`config.mk`:
```
export PLATFORM = sky130hd
export DESIGN_NAME = mem_arbiter_rr
export DESIGN_NICKNAME = d
export VERILOG_FILES = /design/src/rtl/mem_arbiter_rr_pkg.sv /design/src/rtl/mem_arbiter_rr_rd_tag_fifo.sv /design/src/rtl/mem_arbiter_rr.sv
export SDC_FILE = /design/constraint.sdc
export NUM_CORES = 1
export LEC_CHECK = 0
export ABC_AREA = 1
export BUFFER_PORTS_ARGS = -buffer_cell sky130_fd_sc_hd__buf_2
export CAP_MARGIN = 20
export CORE_AREA = 2 2 190 192
export DETAILED_ROUTE_END_ITERATION = 10
export DIE_AREA = 0 0 192 194
export HOLD_SLACK_MARGIN = 0.08
export PLACE_DENSITY = 0.41
export RECOVER_POWER = 25
export SYNTH_ARGS = -nofsm -noshare
export SYNTH_HDL_FRONTEND = slang
export SYNTH_SLANG_ARGS = --single-unit
```
`constraint.sdc`:
```
create_clock -name i_clk -period 7.2 [get_ports i_clk]
set_input_delay 0.72 -clock i_clk [delete_from_list [all_inputs] [get_ports i_clk]]
set_output_delay 0.72 -clock i_clk [all_outputs]
set_load 0.02 [all_outputs]
```
`src/rtl/mem_arbiter_rr_pkg.sv`:
```
// mem_arbiter_rr_pkg: shared state encoding, default bus sizing and helpers
// for the round-robin burst memory arbiter.
package mem_arbiter_rr_pkg;

    typedef enum logic {
        ST_IDLE,
        ST_WBURST
    } arb_state_t;

    localparam int DEF_BURST_LEN  = 4;
    localparam int DEF_DATA_W     = 64;
    localparam int DEF_ADDR_W     = 32;
    localparam int DEF_LINE_BYTES = DEF_BURST_LEN * DEF_DATA_W / 8;

    typedef logic [DEF_ADDR_W-1:0] bus_addr_t;
    typedef logic [DEF_DATA_W-1:0] bus_data_t;

    // Increment modulo n without relying on n being a power of two.
    function automatic int wrap_inc(input int v, input int n);
        return (v + 1 >= n) ? 0 : v + 1;
    endfunction

endpackage

```
`src/rtl/mem_arbiter_rr_rd_tag_fifo.sv`:
```
// mem_arbiter_rr_rd_tag_fifo: in-order FIFO of channel ids for outstanding
// read bursts; DEPTH must be a power of two so the pointers wrap naturally.
module mem_arbiter_rr_rd_tag_fifo
    import mem_arbiter_rr_pkg::*;
#(
    parameter int ID_W  = 1,
    parameter int DEPTH = 4
) (
    input  logic            i_clk,
    input  logic            i_rst_n,
    input  logic            i_push,
    input  logic            i_pop,
    input  logic [ID_W-1:0] i_id,
    output logic            o_full,
    output logic            o_empty,
    output logic [ID_W-1:0] o_head
);

    localparam int PW = $clog2(DEPTH);

    logic [ID_W-1:0] r_mem [DEPTH];
    logic [PW-1:0]   r_wp;
    logic [PW-1:0]   r_rp;
    logic [PW:0]     r_cnt;

    always_ff @(posedge i_clk) begin
        if (i_push) r_mem[r_wp] <= i_id;
    end

    always_ff @(posedge i_clk or negedge i_rst_n) begin
        if (!i_rst_n) begin
            r_wp  <= '0;
            r_rp  <= '0;
            r_cnt <= '0;
        end else begin
            if (i_push) r_wp <= r_wp + 1'b1;
            if (i_pop) r_rp <= r_rp + 1'b1;
            r_cnt <= r_cnt + {{PW{1'b0}}, i_push} - {{PW{1'b0}}, i_pop};
        end
    end

    assign o_full  = (r_cnt == (PW+1)'(DEPTH));
    assign o_empty = (r_cnt == '0);
    assign o_head  = r_mem[r_rp];

endmodule

```
`src/rtl/mem_arbiter_rr.sv`:
```
// mem_arbiter_rr: round-robin arbiter of NUM_CH requestors onto one burst
// memory port, with write-burst locking and in-order read response steering.
module mem_arbiter_rr
    import mem_arbiter_rr_pkg::*;
#(
    parameter int NUM_CH    = 2,
    parameter int BURST_LEN = DEF_BURST_LEN,
    parameter int MAX_OUTST = 4,
    parameter int ADDR_W    = DEF_ADDR_W,
    parameter int DATA_W    = DEF_DATA_W
) (
    input  logic                     i_clk,
    input  logic                     i_rst_n,
    input  logic [NUM_CH*ADDR_W-1:0] i_req_addr,
    input  logic [NUM_CH-1:0]        i_req_read,
    input  logic [NUM_CH-1:0]        i_req_write,
    input  logic [NUM_CH*DATA_W-1:0] i_req_wdata,
    output logic [NUM_CH-1:0]        o_req_ready,
    output logic [NUM_CH-1:0]        o_resp_rvalid,
    output logic [DATA_W-1:0]        o_resp_rdata,
    output logic [ADDR_W-1:0]        o_resp_raddr,
    output logic [ADDR_W-1:0]        o_bmem_addr,
    output logic                     o_bmem_read,
    output logic                     o_bmem_write,
    output logic [DATA_W-1:0]        o_bmem_wdata,
    input  logic                     i_bmem_ready,
    input  logic [ADDR_W-1:0]        i_bmem_raddr,
    input  logic [DATA_W-1:0]        i_bmem_rdata,
    input  logic                     i_bmem_rvalid,
    output logic                     o_protocol_err
);

    localparam int CH_W = $clog2(NUM_CH);
    localparam int BT_W = $clog2(BURST_LEN);

    arb_state_t       r_state;
    arb_state_t       w_state_nxt;
    logic [CH_W-1:0]  r_rr_ptr;
    logic [CH_W-1:0]  w_rr_nxt;
    logic [CH_W-1:0]  r_wlock;
    logic [CH_W-1:0]  w_wlock_nxt;
    logic [BT_W-1:0]  r_wbeat;
    logic [BT_W-1:0]  w_wbeat_nxt;
    logic [BT_W-1:0]  r_rbeat;
    logic             r_perr;

    logic [ADDR_W-1:0] w_addr  [NUM_CH];
    logic [DATA_W-1:0] w_wdata [NUM_CH];
    logic [NUM_CH-1:0] w_elig;
    logic [CH_W-1:0]   w_grant;
    logic              w_push;
    logic              w_pop;
    logic              w_full;
    logic              w_empty;
    logic [CH_W-1:0]   w_head;
    logic              w_rv;

    logic [NUM_CH-1:0] w_req_ready;
    logic [ADDR_W-1:0] w_bmem_addr;
    logic              w_bmem_read;
    logic              w_bmem_write;
    logic [DATA_W-1:0] w_bmem_wdata;

    function automatic logic [CH_W-1:0] rr_pick(input logic [NUM_CH-1:0] elig,
                                                input logic [CH_W-1:0]   ptr);
        logic [CH_W-1:0] pick;
        logic [CH_W-1:0] idx;
        logic            found;
        pick  = ptr;
        found = 1'b0;
        for (int k = 0; k < NUM_CH; k++) begin
            idx = CH_W'((int'(ptr) + k) % NUM_CH);
            if (!found && elig[idx]) begin
                pick  = idx;
                found = 1'b1;
            end
        end
        return pick;
    endfunction

    for (genvar c = 0; c < NUM_CH; c++) begin : g_ch
        assign w_addr[c]  = i_req_addr[c*ADDR_W +: ADDR_W];
        assign w_wdata[c] = i_req_wdata[c*DATA_W +: DATA_W];
    end

    // A pop in the same cycle does not make a full FIFO eligible again.
    assign w_elig  = i_req_write | (i_req_read & {NUM_CH{~w_full}});
    assign w_grant = rr_pick(w_elig, r_rr_ptr);

    always_comb begin
        w_state_nxt  = r_state;
        w_rr_nxt     = r_rr_ptr;
        w_wlock_nxt  = r_wlock;
        w_wbeat_nxt  = r_wbeat;
        w_req_ready  = '0;
        w_bmem_addr  = '0;
        w_bmem_read  = 1'b0;
        w_bmem_write = 1'b0;
        w_bmem_wdata = '0;
        w_push       = 1'b0;
        if (r_state == ST_WBURST) begin
            w_bmem_write         = 1'b1;
            w_bmem_addr          = w_addr[r_wlock];
            w_bmem_wdata         = w_wdata[r_wlock];
            w_req_ready[r_wlock] = i_bmem_ready;
            if (i_bmem_ready) begin
                w_wbeat_nxt = (r_wbeat == BT_W'(BURST_LEN-1)) ? '0 : r_wbeat + 1'b1;
                if (r_wbeat == BT_W'(BURST_LEN-1)) begin
                    w_state_nxt = ST_IDLE;
                    w_rr_nxt    = CH_W'(wrap_inc(int'(r_wlock), NUM_CH));
                end
            end
        end else if (|w_elig) begin
            w_bmem_addr          = w_addr[w_grant];
            w_req_ready[w_grant] = i_bmem_ready;
            if (i_req_write[w_grant]) begin
                w_bmem_write = 1'b1;
                w_bmem_wdata = w_wdata[w_grant];
                w_state_nxt  = ST_WBURST;
                w_wlock_nxt  = w_grant;
                w_wbeat_nxt  = BT_W'(i_bmem_ready);
            end else begin
                w_bmem_read = 1'b1;
                w_push      = i_bmem_ready;
                w_rr_nxt    = i_bmem_ready ? CH_W'(wrap_inc(int'(w_grant), NUM_CH)) : r_rr_ptr;
            end
        end
    end

    always_ff @(posedge i_clk or negedge i_rst_n) begin
        if (!i_rst_n) begin
            r_state  <= ST_IDLE;
            r_rr_ptr <= '0;
            r_wlock  <= '0;
            r_wbeat  <= '0;
        end else begin
            r_state  <= w_state_nxt;
            r_rr_ptr <= w_rr_nxt;
            r_wlock  <= w_wlock_nxt;
            r_wbeat  <= w_wbeat_nxt;
        end
    end

    // Returned beats belong to the oldest outstanding burst.
    assign w_rv  = i_bmem_rvalid & ~w_empty;
    assign w_pop = w_rv & (r_rbeat == BT_W'(BURST_LEN-1));

    always_ff @(posedge i_clk or negedge i_rst_n) begin
        if (!i_rst_n) begin
            r_rbeat <= '0;
            r_perr  <= 1'b0;
        end else begin
            if (w_rv) r_rbeat <= w_pop ? '0 : r_rbeat + 1'b1;
            if (i_bmem_rvalid && w_empty) r_perr <= 1'b1;
        end
    end

    mem_arbiter_rr_rd_tag_fifo #(
        .ID_W  (CH_W),
        .DEPTH (MAX_OUTST)
    ) u_tag_fifo (
        .i_clk   (i_clk),
        .i_rst_n (i_rst_n),
        .i_push  (w_push),
        .i_pop   (w_pop),
        .i_id    (w_grant),
        .o_full  (w_full),
        .o_empty (w_empty),
        .o_head  (w_head)
    );

    // Combinational outputs are forced low while reset is held.
    assign o_req_ready    = i_rst_n ? w_req_ready : '0;
    assign o_bmem_addr    = i_rst_n ? w_bmem_addr : '0;
    assign o_bmem_read    = i_rst_n & w_bmem_read;
    assign o_bmem_write   = i_rst_n & w_bmem_write;
    assign o_bmem_wdata   = i_rst_n ? w_bmem_wdata : '0;
    assign o_resp_rvalid  = w_rv ? (NUM_CH'(1) << w_head) : '0;
    assign o_resp_rdata   = i_rst_n ? i_bmem_rdata : '0;
    assign o_resp_raddr   = i_rst_n ? i_bmem_raddr : '0;
    assign o_protocol_err = r_perr;

endmodule

```
==> flow_metrics.py, run 1 <==
metrics = {
    "run_status": {
        "status": "finished with violations",
        "violations": "capacitance limit, slew limit",
    },
    "layout": {
        "fillers": 4225,
        "nNetsFinal": 1904,
        "area_growth_pct": 47.5,
        "multiInputGateArea_mm2": 0.00401,
        "drive_gt1_frac": 0.317,
        "ff_latch_area_um2": 499,
    },
    "clock_tree": {
        "root_buffer": "clkbuf_16",
        "clk_pin_slew_ns": 0.06,
        "clock_latency_ns": 0.26,
        "post_cts_buffers": 0,
        "cts_tree": "built",
        "ctsResizeCount": 0,
        "clk_path_buf_depth": 2,
        "cts_buffers": 3,
        "htreeDepth": 1,
        "cts.sinks": 19,
        "ctsHoldBuffers": 0,
    },
    "critical_path": {
        "arrival_ns": 4.78,
        "path_depth": 13,
        "critPathMostFrequentCell": "nand2_1",
        "worstSetupPathType": "register to output port",
        "r2r.worst_path.cells": 15,
        "crit_fanout": 80,
        "r2r-start": "u_tag_fifo.r_cnt[1]$_DFF_PN0_",
        "slowest_stage": "nand2_1",
        "crit_path_cell_trace": "nor2_1, nand2_1, nand2_1, nand2_1, nand2_1, nand2_1, nand2_4, buf_4, nand2_1, nand2_1, nand2_1, a21oi_1, buf_2",
        "reg2reg_to": "u_tag_fifo.r_cnt[2]$_DFF_PN0_",
        "reg2reg_slack_ns": 2.55,
        "critical_path_required_ns": 6.48,
        "worstSetupStartpoint": "u_tag_fifo.r_cnt[1]$_DFF_PN0_",
        "cp-start-kind": "register",
        "cp-endpoint": "o_bmem_wdata[44]",
        "cp-end-kind": "output port",
        "cp_num_buf_inv": 2,
        "path_delay_family": "simple AND/OR/NAND/NOR gates",
        "slowest_delay_ns": 0.99,
    },
    "global_routing": {
        "grt_start_max_net_pins": 88,
        "antenna_found_initial": 10,
        "met2_usage": 0.299,
        "grt_pass1_wl_um": 47700,
        "met1_usage": 0.187,
        "grt_busiest_layer": "met2",
        "met3_usage": 0.0310,
        "grt_pass1_vias": 8467,
        "grt.overflow.total": 0,
        "grt_usage": 0.162,
    },
    "yosys": {
        "syn_inst": 1184,
        "synth_top_family_by_area": "simple AND/OR/NAND/NOR gates",
        "synthMuxAreaShare": 0,
        "synth_fp_nets": 1489,
        "syn_area_mm2": 0.00568,
        "avgSynthCellArea_um2": 4.80,
        "synth_compound_area_frac": 0.218,
        "yosys.area_share.simple": 0.460,
        "synth-adder-area-share": 0.0211,
        "yosys_warnings": 0,
        "synth_cell_types": 29,
        "ys_seq_area_frac": 0.0872,
        "synthXorXnorAreaFrac": 0.00770,
        "synth-seq-cells": 19,
    },
    "timing": {
        "fin_crit_ns": 5.50,
        "maxSlewHeadroom": -0.159,
        "setup_tns_ns": 0,
        "finalHoldViolations": 0,
        "final.period_utilization": 0.764,
        "fmax_mhz": 182,
        "finalWorstSetupSlack_ns": 1.70,
        "rsz0062_at_grt": "false",
        "maxSlewViolCount": 42,
        "worst_slew_pin_slew_ns": 1.73,
        "hold_ws_ns": 0.472,
        "setup_viol": 0,
        "fin_skew_ns": 0.00241,
    },
    "flow_run": {
        "drv_cap": 1,
    },
    "power": {
        "peakVddDrop_v": 0.000139,
        "p_per_area_mw_per_mm2": 278,
        "pwr-share-seq": 0.104,
        "p_comb_frac": 0.844,
        "power_leakage_nw": 5.29,
        "p_clk_frac": 0.052,
        "netSwitchingPower_mw": 1.48,
        "fin_total_pwr_mw": 2.33,
        "netSwitchingFraction": 0.633,
        "internal-power_mw": 0.856,
    },
    "routing": {
        "route.detailed.wl_per_inst_um": 15.8,
        "antenna_left": 0,
        "drt_iter0_markers": 381,
        "drt-vias-per-instance": 4.35,
        "vias": 8978,
        "drt_wl_total_um": 32600,
        "first_pass_iters": 7,
        "post-route-drc-count": 0,
    },
    "floorplanning": {
        "initial_core_util": 0.161,
        "floorplan.rows": 69,
        "core_area_mm2": 0.0352,
        "die_area_mm2": 0.0372,
        "io_pins": 495,
        "die_x_um": 192,
        "die_height_um": 194,
    },
    "place": {
        "port_buffers": 494,
        "pre_cts_ws_ns": 2.86,
        "gp_congestion": 0.811,
        "dpl.hpwl_um": 24400,
    },
    "worst_hold_path": {
        "hold_depth": 1,
        "hold_path_class": "register to register",
    },
}
## how the worst min path moves through the flow
stage / from / to / slack, ns
3_3_place_gp: o_protocol_err$_DFFE_PN0P_ / o_protocol_err$_DFFE_PN0P_ / 0.46
5_1_grt: r_wbeat[1]$_DFFE_PN0P_ / r_wbeat[1]$_DFFE_PN0P_ / 0.50
3_5_place_dp: o_protocol_err$_DFFE_PN0P_ / o_protocol_err$_DFFE_PN0P_ / 0.46
2_1_floorplan: i_rst_n / o_protocol_err$_DFFE_PN0P_ / 0.42
6_report: o_protocol_err$_DFFE_PN0P_ / o_protocol_err$_DFFE_PN0P_ / 0.47
4_1_cts: o_protocol_err$_DFFE_PN0P_ / o_protocol_err$_DFFE_PN0P_ / 0.47
## cells in the mapped netlist (all sizes together)
cell type / n / area (µm²)
buf: 41 / 283
inv: 183 / 687
xnor2: 1 / 8.76
nand2: 364 / 1410
ha: 8 / 100
nor4: 1 / 6.26
o21a: 1 / 7.51
o21ai: 102 / 510
nand3: 132 / 661
a31o: 1 / 8.76
fa: 1 / 20.0
a32oi: 1 / 8.76
clkbuf: 53 / 199
nor3b: 1 / 7.51
xor2: 4 / 35.0
or2: 1 / 6.26
a21oi: 131 / 704
dfrtp: 15 / 375
edfxtp: 4 / 120
nor2: 139 / 524
## layer usage
| metal | routed length [µm] | part of all wire |
|---|---|---|
| met2 | 16800 | 0.51 |
| met1 | 12600 | 0.39 |
| met5 | 33 | 0.0010 |
| met3 | 2600 | 0.080 |
| met4 | 641 | 0.020 |
## layout make-up
type / count / share of cell area
Sequential cell: 19 / 0.0595
Multi-Input combinational cell: 888 / 0.478
Clock buffer: 3 / 0.00895
Inverter: 183 / 0.0822
Clock inverter: 1 / 0.000895
Timing Repair Buffer: 504 / 0.299
Antenna cell: 7 / 0.00209
Tap cell: 461 / 0.0688
## registers in the layout (all words and copies together), names as in the netlist
signal            flops
u_tag_fifo.r_wp       2
u_tag_fifo.r_rp       2
r_wlock               1
u_tag_fifo.r_mem      4
r_state               1
o_protocol_err        1
r_wbeat               2
r_rbeat               2
r_rr_ptr              1
u_tag_fifo.r_cnt      3
## cell usage in the layout, fill, tap and decap left out, drive strengths merged
cell type and instances:
nor4 1, fa 1, edfxtp 4, nor3b 1, clkinvlp 1, clkbuf 34, a32oi 1, nand3 132
diode 7, clkinv 2, or2 1, nor2 139, buf 473, inv 181, xnor2 1, a21oi 131
a31o 1, dfrtp 15, nand2 364, ha 8, o21ai 102, o21a 1, xor2 4
## logic make-up after synthesis
| group | after synthesis |
|---|---|
| adders and majority gates | 9 |
| AOI/OAI and AO/OA | 236 |
| buffers and inverters | 277 |
| and+or+nand+nor | 638 |
| xor gates and xnor gates | 5 |
| DFF | 19 |
## power by group through the flow
stage               clock network, mW  registers [mW]  logic (mW)
floorplan                           0           0.188        1.44
global placement                    0           0.248        1.98
detailed placement                  0           0.248        1.99
CTS                             0.126           0.246        2.00
global route                    0.129           0.253        2.19
finish                          0.121           0.243        1.97
## per-stage QoR
stage | util | cell area (µm²) | std cells
after global placement | 0.237 | 8340 | 2055
after global routing | 0.238 | 8380 | 2065
after CTS | 0.239 | 8420 | 2059
final | 0.238 | 8380 | 2066
after floorplan | - | 5680 | 1184
after detailed placement | 0.237 | 8340 | 2055
Power figures use the tool's default switching activity.
==> run 2: changes to the inputs <==
--- a/config.mk
+++ b/config.mk
@@ -5,14 +5,14 @@
 export SDC_FILE = /design/constraint.sdc
 export NUM_CORES = 1
 export LEC_CHECK = 0
-export ABC_AREA = 1
+export ABC_AREA = 0
 export BUFFER_PORTS_ARGS = -buffer_cell sky130_fd_sc_hd__buf_2
 export CAP_MARGIN = 20
-export CORE_AREA = 2 2 190 192
+export CORE_AREA = 2 2 193 195
 export DETAILED_ROUTE_END_ITERATION = 10
-export DIE_AREA = 0 0 192 194
+export DIE_AREA = 0 0 195 197
 export HOLD_SLACK_MARGIN = 0.08
-export PLACE_DENSITY = 0.41
+export PLACE_DENSITY = 0.43
 export RECOVER_POWER = 25
 export SYNTH_ARGS = -nofsm -noshare
 export SYNTH_HDL_FRONTEND = slang
==> constraint.sdc (replaced) <==
create_clock -name i_clk -period 5.73 [get_ports i_clk]
set_input_delay 0.573 -clock i_clk [delete_from_list [all_inputs] [get_ports i_clk]]
set_output_delay 0.573 -clock i_clk [all_outputs]
set_load 0.02 [all_outputs]
==> flow_metrics.py, run 2 <==
metrics = {
    "run_status": {
        "status": "completed",
    },
    "clock_tree": {
        "cts.sinks": 19,
        "htreeDepth": 1,
        "clock_latency_ns": 0.25,
        "root_buffer": "clkbuf_16",
        "ctsResizeCount": 0,
        "post_cts_buffers": 0,
        "cts_buffers": 3,
        "clk_path_buf_depth": 2,
        "ctsHoldBuffers": 0,
        "clk_pin_slew_ns": 0.06,
        "cts_tree": "built",
    },
    "timing": {
        "rsz0062_at_grt": "false",
        "fin_skew_ns": 0.00325,
        "setup_viol": 0,
        "finalHoldViolations": 0,
        "maxSlewViolCount": 0,
        "worst_slew_pin_slew_ns": 1.14,
        "maxSlewHeadroom": 0.239,
        "final.period_utilization": 0.709,
        "fin_crit_ns": 4.06,
        "hold_ws_ns": 0.311,
        "fmax_mhz": 246,
        "setup_tns_ns": 0,
        "finalWorstSetupSlack_ns": 1.67,
    },
    "global_routing": {
        "grt_start_max_net_pins": 130,
        "grt_pass1_wl_um": 46300,
        "grt_usage": 0.152,
        "antenna_found_initial": 3,
        "grt.overflow.total": 0,
        "grt_pass1_vias": 7809,
    },
    "layout": {
        "largest_reg_flops": 4,
        "reg_top3": "u_tag_fifo.r_mem: 4 flops, u_tag_fifo.r_cnt: 3 flops",
        "fillers": 4077,
        "area_growth_pct": 39.7,
        "drive_gt1_frac": 0.538,
        "final_cell_mix": "buf_2 (477), nor2_1 (102), o21ai_0 (98)",
        "top_register": "u_tag_fifo.r_mem",
        "nNetsFinal": 1534,
        "final_util": 0.253,
        "layout_commonest_cell": "buf_2",
    },
    "critical_path": {
        "cp-start-kind": "register",
        "r2r.worst_path.cells": 11,
        "cp-end-kind": "output port",
        "reg2reg_slack_ns": 2.71,
        "worstSetupPathType": "register to output port",
        "arrival_ns": 3.49,
        "critical_path_required_ns": 5.16,
        "crit_fanout": 64,
    },
    "routing": {
        "vias": 7940,
        "first_pass_iters": 4,
        "drt_wl_total_um": 31600,
        "drt-vias-per-instance": 4.67,
        "route.detailed.wl_per_inst_um": 18.6,
        "drt_iter0_markers": 315,
        "post-route-drc-count": 0,
        "antenna_left": 0,
    },
    "place": {
        "gp_congestion": 0.796,
        "port_buffers": 494,
        "dpl.hpwl_um": 24100,
        "pre_cts_ws_ns": 1.61,
    },
    "yosys": {
        "synthXorXnorAreaFrac": 0.00666,
        "synth_top_family_by_area": "compound AO/OA/AOI/OAI gates",
        "synth_top_cells_by_count": "nor2_1 (102), and2_1 (101), o21ai_0 (98), nand2_1 (74), mux2i_1 (66)",
        "synth-seq-cells": 19,
        "synth_compound_area_frac": 0.409,
        "synth.top_cell.area_share": 0.148,
        "synthMostInstantiatedCell": "nor2_1",
        "syn_inst": 807,
        "syn_area_mm2": 0.00658,
        "synth_fp_nets": 1112,
        "synthMuxAreaShare": 0.162,
        "synth_top_cell_by_area": "o32ai_2",
        "synth_cell_types": 57,
        "yosys_warnings": 0,
        "synth-adder-area-share": 0.0183,
        "yosys-top-cells-area": "o32ai_2 (15%), o22ai_2 (11%), mux2i_1 (10%), and2_1 (9.6%), o21ai_0 (7.5%)",
        "ys.flop_type": "dfrtp_1",
        "ys_seq_area_frac": 0.0754,
        "async_reset_ff_frac": 0.789,
        "yosys.area_share.simple": 0.222,
        "avgSynthCellArea_um2": 8.15,
        "synth-edff-count": 4,
    },
    "floorplanning": {
        "io_pins": 495,
        "core_area_mm2": 0.0363,
        "initial_core_util": 0.181,
        "die_area_mm2": 0.0384,
        "die_height_um": 197,
        "die_x_um": 195,
        "floorplan.rows": 70,
    },
    "flow_run": {
        "drv_cap": 0,
    },
    "power": {
        "peakVddDrop_v": 0.000233,
        "p_per_area_mw_per_mm2": 345,
        "power_leakage_nw": 4.29,
    },
    "worst_hold_path": {
        "hold_path_class": "input port to asynchronous set/reset pin",
    },
}
[run 2: power by group]
group	total (mW)	switching, mW	internal (mW)	leakage (nW)
clock	0.143	0.0481	0.0945	0.0382
sequential	0.358	0.158	0.201	0.206
combinational	2.67	1.60	1.06	4.04
total	3.17	1.81	1.36	4.29
[run 2: cell families (layout without fill, tap and decap cells)]
group	after synthesis	in the layout
AO/OA/AOI/OAI	275	275
XOR/XNOR	5	5
adder cells (fa/ha/maj)	9	9
buffers and inverters	100	521
flip-flops	19	19
multiplexers	101	101
other	0	3
AND/OR/NAND/NOR	298	298
[run 2: final cells by class]
class,count,area [µm²],share of cell area
inverter,12,45.0,0.00490
timing repair buffer,505,2560,0.279
sequential,19,502,0.0546
clock buffer,4,78.8,0.00858
multi-input combinational,688,5400,0.588
antenna,3,7.51,0.000817
tap,468,586,0.0638
[run 2: path summary, 6_finish.rpt]
check | from | endpoint
worst max-delay path | u_tag_fifo.r_cnt[1]$_DFF_PN0_ | o_bmem_wdata[8]
worst min-delay path | i_rst_n | o_protocol_err$_DFFE_PN0P_
worst max register to register | r_rr_ptr$_DFFE_PN0P_ | u_tag_fifo.r_cnt[2]$_DFF_PN0_
worst min register to register | o_protocol_err$_DFFE_PN0P_ | o_protocol_err$_DFFE_PN0P_
max in group asynchronous | i_rst_n | r_wlock$_DFFE_PN0P_
min in group i_clk | o_protocol_err$_DFFE_PN0P_ | o_protocol_err$_DFFE_PN0P_
[run 2: critical path: stages (launching register included)]
cell     delay [ns]
dfrtp_1        0.43
nor4b_1        0.76
a211o_4        0.76
nand2_8        0.51
o22ai_2        0.30
o32ai_2        0.11
buf_2          0.22
[run 2: per-layer routing]
layer  up-vias  wire [µm]  GRT usage
met2       312      17200      0.301
met4         0       1020     0.0435
li1       3851          -          -
met1      3745      11600      0.166
met5         -          0          0
met3        32       1760     0.0229
[run 2: stage by stage]
stage	power, mW	instances	instance area, µm²
final	3.17	1699	9190
after global routing	3.43	1699	9190
after CTS	3.21	1696	9200
after detailed placement	3.06	1692	9120
after global placement	3.02	1691	9100
after floorplan	2.41	807	6580
